[src/rtl/truth_table_sweeper_if.sv]
// Bundle between the truth-table sweeper, its requester and the function block under test.
// The slave modport is the sweeper side.
interface truth_table_sweeper_if #(
  parameter int unsigned N_IN = 4
);
  localparam int unsigned T = 1 << N_IN;

  logic            start;
  logic [T-1:0]    expected;
  logic [N_IN-1:0] f_vec;
  logic            f_s;
  logic            busy;
  logic            done;
  logic [T-1:0]    table_out;
  logic [N_IN:0]   mismatch_cnt;
  logic [N_IN-1:0] first_err;
  logic            err_valid;
  logic            pass;

  modport master (
    output start, expected, f_s,
    input  f_vec, busy, done, table_out, mismatch_cnt, first_err, err_valid, pass
  );

  modport slave (
    input  start, expected, f_s,
    output f_vec, busy, done, table_out, mismatch_cnt, first_err, err_valid, pass
  );
endinterface

[src/rtl/truth_table_sweeper.sv]
// Walks every input vector of an N_IN-input function, captures its output into a truth
// table and scores it against a golden table latched at start.
module truth_table_sweeper #(
  parameter int unsigned N_IN   = 4,
  parameter int unsigned SETTLE = 1
) (
  input logic                 clk,
  input logic                 rst_n,
  truth_table_sweeper_if.slave bus
);
  localparam int unsigned T  = 1 << N_IN;
  localparam int unsigned CW = (SETTLE > 1) ? $clog2(SETTLE) : 1;
  localparam int unsigned MW = N_IN + 1;
  localparam logic [CW-1:0]   RELOAD = CW'(SETTLE - 1);
  localparam logic [N_IN-1:0] LAST   = N_IN'(T - 1);

  typedef enum logic {IDLE, RUN} state_t;

  state_t        state;
  logic [CW-1:0] wait_cnt;
  logic [T-1:0]  exp_q;
  logic          miss_c;
  logic [MW-1:0] cnt_inc_c;

  // Count including the vector being sampled, so the last vector feeds the pass decision.
  assign miss_c    = bus.f_s != exp_q[bus.f_vec];
  assign cnt_inc_c = bus.mismatch_cnt + MW'(miss_c);

  always_ff @(posedge clk or negedge rst_n) begin
    if (!rst_n) begin
      state            <= IDLE;
      wait_cnt         <= '0;
      exp_q            <= '0;
      bus.f_vec        <= '0;
      bus.busy         <= 1'b0;
      bus.done         <= 1'b0;
      bus.table_out    <= '0;
      bus.mismatch_cnt <= '0;
      bus.first_err    <= '0;
      bus.err_valid    <= 1'b0;
      bus.pass         <= 1'b0;
    end else begin
      bus.done <= 1'b0;
      case (state)
        IDLE: begin
          if (bus.start) begin
            state            <= RUN;
            bus.busy         <= 1'b1;
            exp_q            <= bus.expected;
            bus.f_vec        <= '0;
            wait_cnt         <= RELOAD;
            bus.table_out    <= '0;
            bus.mismatch_cnt <= '0;
            bus.first_err    <= '0;
            bus.err_valid    <= 1'b0;
            bus.pass         <= 1'b0;
          end
        end
        RUN: begin
          if (wait_cnt != '0) begin
            wait_cnt <= wait_cnt - CW'(1);
          end else begin
            bus.table_out[bus.f_vec] <= bus.f_s;
            if (miss_c) begin
              bus.mismatch_cnt <= cnt_inc_c;
              if (!bus.err_valid) begin
                bus.first_err <= bus.f_vec;
                bus.err_valid <= 1'b1;
              end
            end
            if (bus.f_vec == LAST) begin
              state     <= IDLE;
              bus.busy  <= 1'b0;
              bus.f_vec <= '0;
              bus.done  <= 1'b1;
              bus.pass  <= (cnt_inc_c == '0);
            end else begin
              bus.f_vec <= bus.f_vec + N_IN'(1);
              wait_cnt  <= RELOAD;
            end
          end
        end
        default: state <= IDLE;
      endcase
    end
  end
endmodule

[src/flat_wrapper.sv]
// flat-port wrapper written by rule: the top's interface ports become plain ports
module truth_table_sweeper_flat 
#(
  parameter int unsigned N_IN   = 4,
  parameter int unsigned SETTLE = 1
)
  (clk, rst_n, bus_start, bus_expected, bus_f_s, bus_f_vec, bus_busy, bus_done, bus_table_out, bus_mismatch_cnt, bus_first_err, bus_err_valid, bus_pass);
  truth_table_sweeper_if #(.N_IN(N_IN)) bus_i ();
  input logic clk;
  input logic rst_n;
  input wire logic [$bits(bus_i.start)-1:0] bus_start;
  input wire logic [$bits(bus_i.expected)-1:0] bus_expected;
  input wire logic [$bits(bus_i.f_s)-1:0] bus_f_s;
  output wire logic [$bits(bus_i.f_vec)-1:0] bus_f_vec;
  output wire logic [$bits(bus_i.busy)-1:0] bus_busy;
  output wire logic [$bits(bus_i.done)-1:0] bus_done;
  output wire logic [$bits(bus_i.table_out)-1:0] bus_table_out;
  output wire logic [$bits(bus_i.mismatch_cnt)-1:0] bus_mismatch_cnt;
  output wire logic [$bits(bus_i.first_err)-1:0] bus_first_err;
  output wire logic [$bits(bus_i.err_valid)-1:0] bus_err_valid;
  output wire logic [$bits(bus_i.pass)-1:0] bus_pass;
  assign bus_i.start = bus_start;
  assign bus_i.expected = bus_expected;
  assign bus_i.f_s = bus_f_s;
  assign bus_f_vec = bus_i.f_vec;
  assign bus_busy = bus_i.busy;
  assign bus_done = bus_i.done;
  assign bus_table_out = bus_i.table_out;
  assign bus_mismatch_cnt = bus_i.mismatch_cnt;
  assign bus_first_err = bus_i.first_err;
  assign bus_err_valid = bus_i.err_valid;
  assign bus_pass = bus_i.pass;
  truth_table_sweeper #(.N_IN(N_IN), .SETTLE(SETTLE)) u_core (.clk(clk), .rst_n(rst_n), .bus(bus_i));
endmodule
[config.mk]
export PLATFORM = sky130hd
export DESIGN_NAME = truth_table_sweeper_flat
export DESIGN_NICKNAME = d
export VERILOG_FILES = /design/src/rtl/truth_table_sweeper_if.sv /design/src/rtl/truth_table_sweeper.sv /design/src/flat_wrapper.sv
export SDC_FILE = /design/constraint.sdc
export NUM_CORES = 1
export LEC_CHECK = 0
export CAP_MARGIN = 20
export CORE_ASPECT_RATIO = 1.25
export CORE_MARGIN = 4
export CORE_UTILIZATION = 25
export DETAILED_ROUTE_END_ITERATION = 6
export GPL_TIMING_DRIVEN = 0
export PLACE_DENSITY = 0.47
export SKIP_LAST_GASP = 1
export SLEW_MARGIN = 20
export SYNTH_ARGS = -nofsm -noshare
export SYNTH_HDL_FRONTEND = slang
export SYNTH_SLANG_ARGS = --single-unit
[constraint.sdc]
create_clock -name clk -period 7.3 [get_ports clk]
set_clock_uncertainty 0.15 [all_clocks]
set_input_delay 0.73 -clock clk [delete_from_list [all_inputs] [get_ports clk]]
set_output_delay 0.73 -clock clk [all_outputs]
set_load 0.05 [all_outputs]
==> flow_metrics.env <==
export IMPL_synth_nets=278
export IMPL_grt_usage=0.114
export IMPL_grt_pass1_wl_um=10700
export IMPL_setup_violations_final=0
export IMPL_yosys_area_top_type="dfrtp_1"
export IMPL_yosysSeqAreaShare=0.497
export IMPL_fin_util=0.345
export IMPL_grt_overflow_total=0
export IMPL_nFillCells=1045
export IMPL_fmax_mhz=313
export IMPL_synthDistinctLibCells=29
export IMPL_grt_util_met2=0.188
export IMPL_slew_viol_final=0
export IMPL_synthMuxAreaShare=0.135
export IMPL_crit_buf_inv=2
export IMPL_die_area_um2=11700
export IMPL_cpPeakStageDelay_ns=0.50
export IMPL_yosys_area_share_xor_xnor=0.0104
export IMPL_clk_latency_ns=0.29
export IMPL_crit_slowest_cell="clkdlybuf4s50_1"
export IMPL_synth_seq_cells=50
export IMPL_clock_root_buffer="clkbuf_16"
export IMPL_drtPass1Iterations=4
export IMPL_critPathArrivalTime_ns=3.24
export IMPL_layout_common_cells="82 x nand2_1, 51 x clkdlybuf4s50_1, 50 x dfrtp_1"
export IMPL_num_nets_final=337
export IMPL_diodes=0
export IMPL_hp_class="primary input to asynchronous set/reset pin"
export IMPL_netlist_top_cells_area="dfrtp_1 50%, nand2_1 12%, a22o_1 7.7%"
export IMPL_use_met1=0.151
export IMPL_synth_top_family_by_area="simple AND/OR/NAND/NOR gates"
export IMPL_clk_path_buf_depth=2
export IMPL_synthCells=252
export IMPL_cts_tree="built"
export IMPL_drt_iter0_drc=99
export IMPL_syn_area_per_cell_um2=9.98
export IMPL_busiest_layer="met2"
export IMPL_cts_made_buffers=5
export IMPL_gp_congestion=0.683
export IMPL_critPathLaunchType="primary input"
export IMPL_slew_headroom=0.576
export IMPL_hold_buffers=0
export IMPL_yosysWarningCount=0
export IMPL_crit_path_cell_trace="clkdlybuf4s50_1, clkbuf_1, or3_1, nand3_2, and2_2, ha_1, ha_1, nand3_1, xor2_1, nand3_1, o31ai_1"
export IMPL_leakage_nw=1.59
export IMPL_grt_setup_unrepaired="no"
export IMPL_wirelength_um=6250
export IMPL_end_kind="flip-flop"
export IMPL_fin_crit_sh=0.438
export IMPL_power_density_nw_per_um2=494
export IMPL_worstSetupPathType="primary input to flip-flop"
export IMPL_die_h_um=120
export IMPL_period_needed_ns=3.20
export IMPL_dieWidth_um=97.7
export IMPL_synth_compound_area_share=0.103
export IMPL_maxCapViolCount=0
export IMPL_required_ns=7.34
export IMPL_drt_vias_per_instance=4.41
export IMPL_drcViolationCount=0
export IMPL_grt_pass1_vias=2047
export IMPL_initial_core_util=0.259
export IMPL_yosys_area_share_simple=0.187
export IMPL_clk_pin_slew_worst_paths_ns=0.07
export IMPL_synth_adder_area_share=0.0298
export IMPL_layout_area_seq_um2=1250
export IMPL_synth_top_cell_area_share=0.497
export IMPL_critical_path_top_delay_family="simple AND/OR/NAND/NOR gates"
export IMPL_core_area_um2=9710
export IMPL_async_flop_share=1.00
export IMPL_portBuffers=52
export IMPL_synthFlopType="dfrtp_1"
export IMPL_grt_max_degree=51
export IMPL_final_common_cell="nand2_1"
export IMPL_grt_use_met3=0.0169
export IMPL_antenna_found_initial=0
export IMPL_cts_resized=0
export IMPL_crit_fanout=10
export IMPL_htree_levels=2
export IMPL_ant_nets=0
export IMPL_io_pin_count=53
export IMPL_multi_input_area_um2=1170
export IMPL_drive_above_1_share=0.0994
export IMPL_num_vias=1931
export IMPL_rows=40
export IMPL_status="completed"
export IMPL_synthesis_area_um2=2520
export IMPL_dpl_hpwl_um=4500
export IMPL_holdWs_ns=0.321
export IMPL_area_growth_pct=33.3
export IMPL_setup_tns_final_ns=0
export IMPL_hold_viol=0
export IMPL_clock_sinks=50
export IMPL_max_vdd_ir_drop_mv=0.122
export IMPL_synth_edff_count=0
export IMPL_wl_per_cell_um=14.3
export IMPL_cts_setup_buffers=0
export IMPL_worst_pin_slew_ns=0.637
## worst register-to-register path, delay by kind of cell (launching register included)
family	cells	cell delay, ns
simple gates	6	1.29
compound gates	2	0.47
flops	1	0.47
fa+ha+maj	2	0.43
xor+xnor	1	0.21
## per-layer routing
metal / vias up / wire [um]
li1: 971 / -
met1: 913 / 2840
met2: 40 / 3070
met3: 7 / 230
met4: 0 / 101
met5: - / 0
## final cells by class
| type | instances | area share |
|---|---|---|
| tap | 126 | 0.0470 |
| multi-input combinational | 180 | 0.349 |
| inverter | 7 | 0.00783 |
| timing repair buffer | 52 | 0.154 |
| buffer | 15 | 0.0198 |
| clock inverter | 1 | 0.00895 |
| clock buffer | 7 | 0.0395 |
| sequential | 50 | 0.373 |
## through the flow
step           setup WS [ns]  std cells  area [um2]  power [W]
2_1_floorplan           4.27        252        2520    0.00113
4_1_cts                 4.11        438        3350    0.00168
3_5_place_dp            3.84        430        3190    0.00141
6_report                4.10        438        3350    0.00166
5_1_grt                 3.91        438        3350    0.00179
3_3_place_gp            3.77        430        3190    0.00141
## registers in the layout (all words and copies together) (netlist names)
register,cells
u_core.bus.first_err,4
u_core.exp_q,16
u_core.bus.f_vec,4
u_core.state,1
u_core.bus.pass,1
u_core.bus.table_out,16
u_core.bus.mismatch_cnt,5
u_core.bus.done,1
u_core.bus.busy,1
u_core.bus.err_valid,1
## power breakdown
group	switching, W	total, W	internal (W)	leakage (nW)
Combinational	0.000558	0.000907	0.000349	0.878
Sequential	0.0000943	0.000488	0.000394	0.632
Clock	0.0000995	0.000262	0.000162	0.0781
Total	0.000751	0.00166	0.000905	1.59
## path summary, 6_finish.rpt
path                       depth (start not counted)  slack [ns]                 from                 endpoint
max                                               11        4.10              bus_f_s          u_core.bus.pass
min                                                1        0.32                rst_n  u_core.bus.table_out[5]
max reg2reg                                       11        4.17  u_core.bus.f_vec[2]          u_core.bus.pass
min reg2reg                                        2        0.33     u_core.exp_q[10]         u_core.exp_q[10]
max in group asynchronous                          1        6.26                rst_n          u_core.exp_q[2]
min in group clk                                   2        0.33     u_core.exp_q[10]         u_core.exp_q[10]
## cell usage after synthesis, types with 3 or more instances
library cell,number
nand3_2,3
mux2_2,16
nand3_1,5
nor2_1,4
nand2_1,82
xor2_1,3
nor2b_1,4
ha_1,6
inv_1,7
dfrtp_1,50
clkbuf_1,10
o21ai_0,4
a22o_1,22
mux2i_1,16
## cell families after synthesis
family,Yosys count
muxes,32
adders and majority gates,6
buffers and inverters,22
DFF,50
xor gates and xnor gates,3
and+or+nand+nor,106
AOI/OAI and AO/OA,33
(Power assumes the default switching activity.)
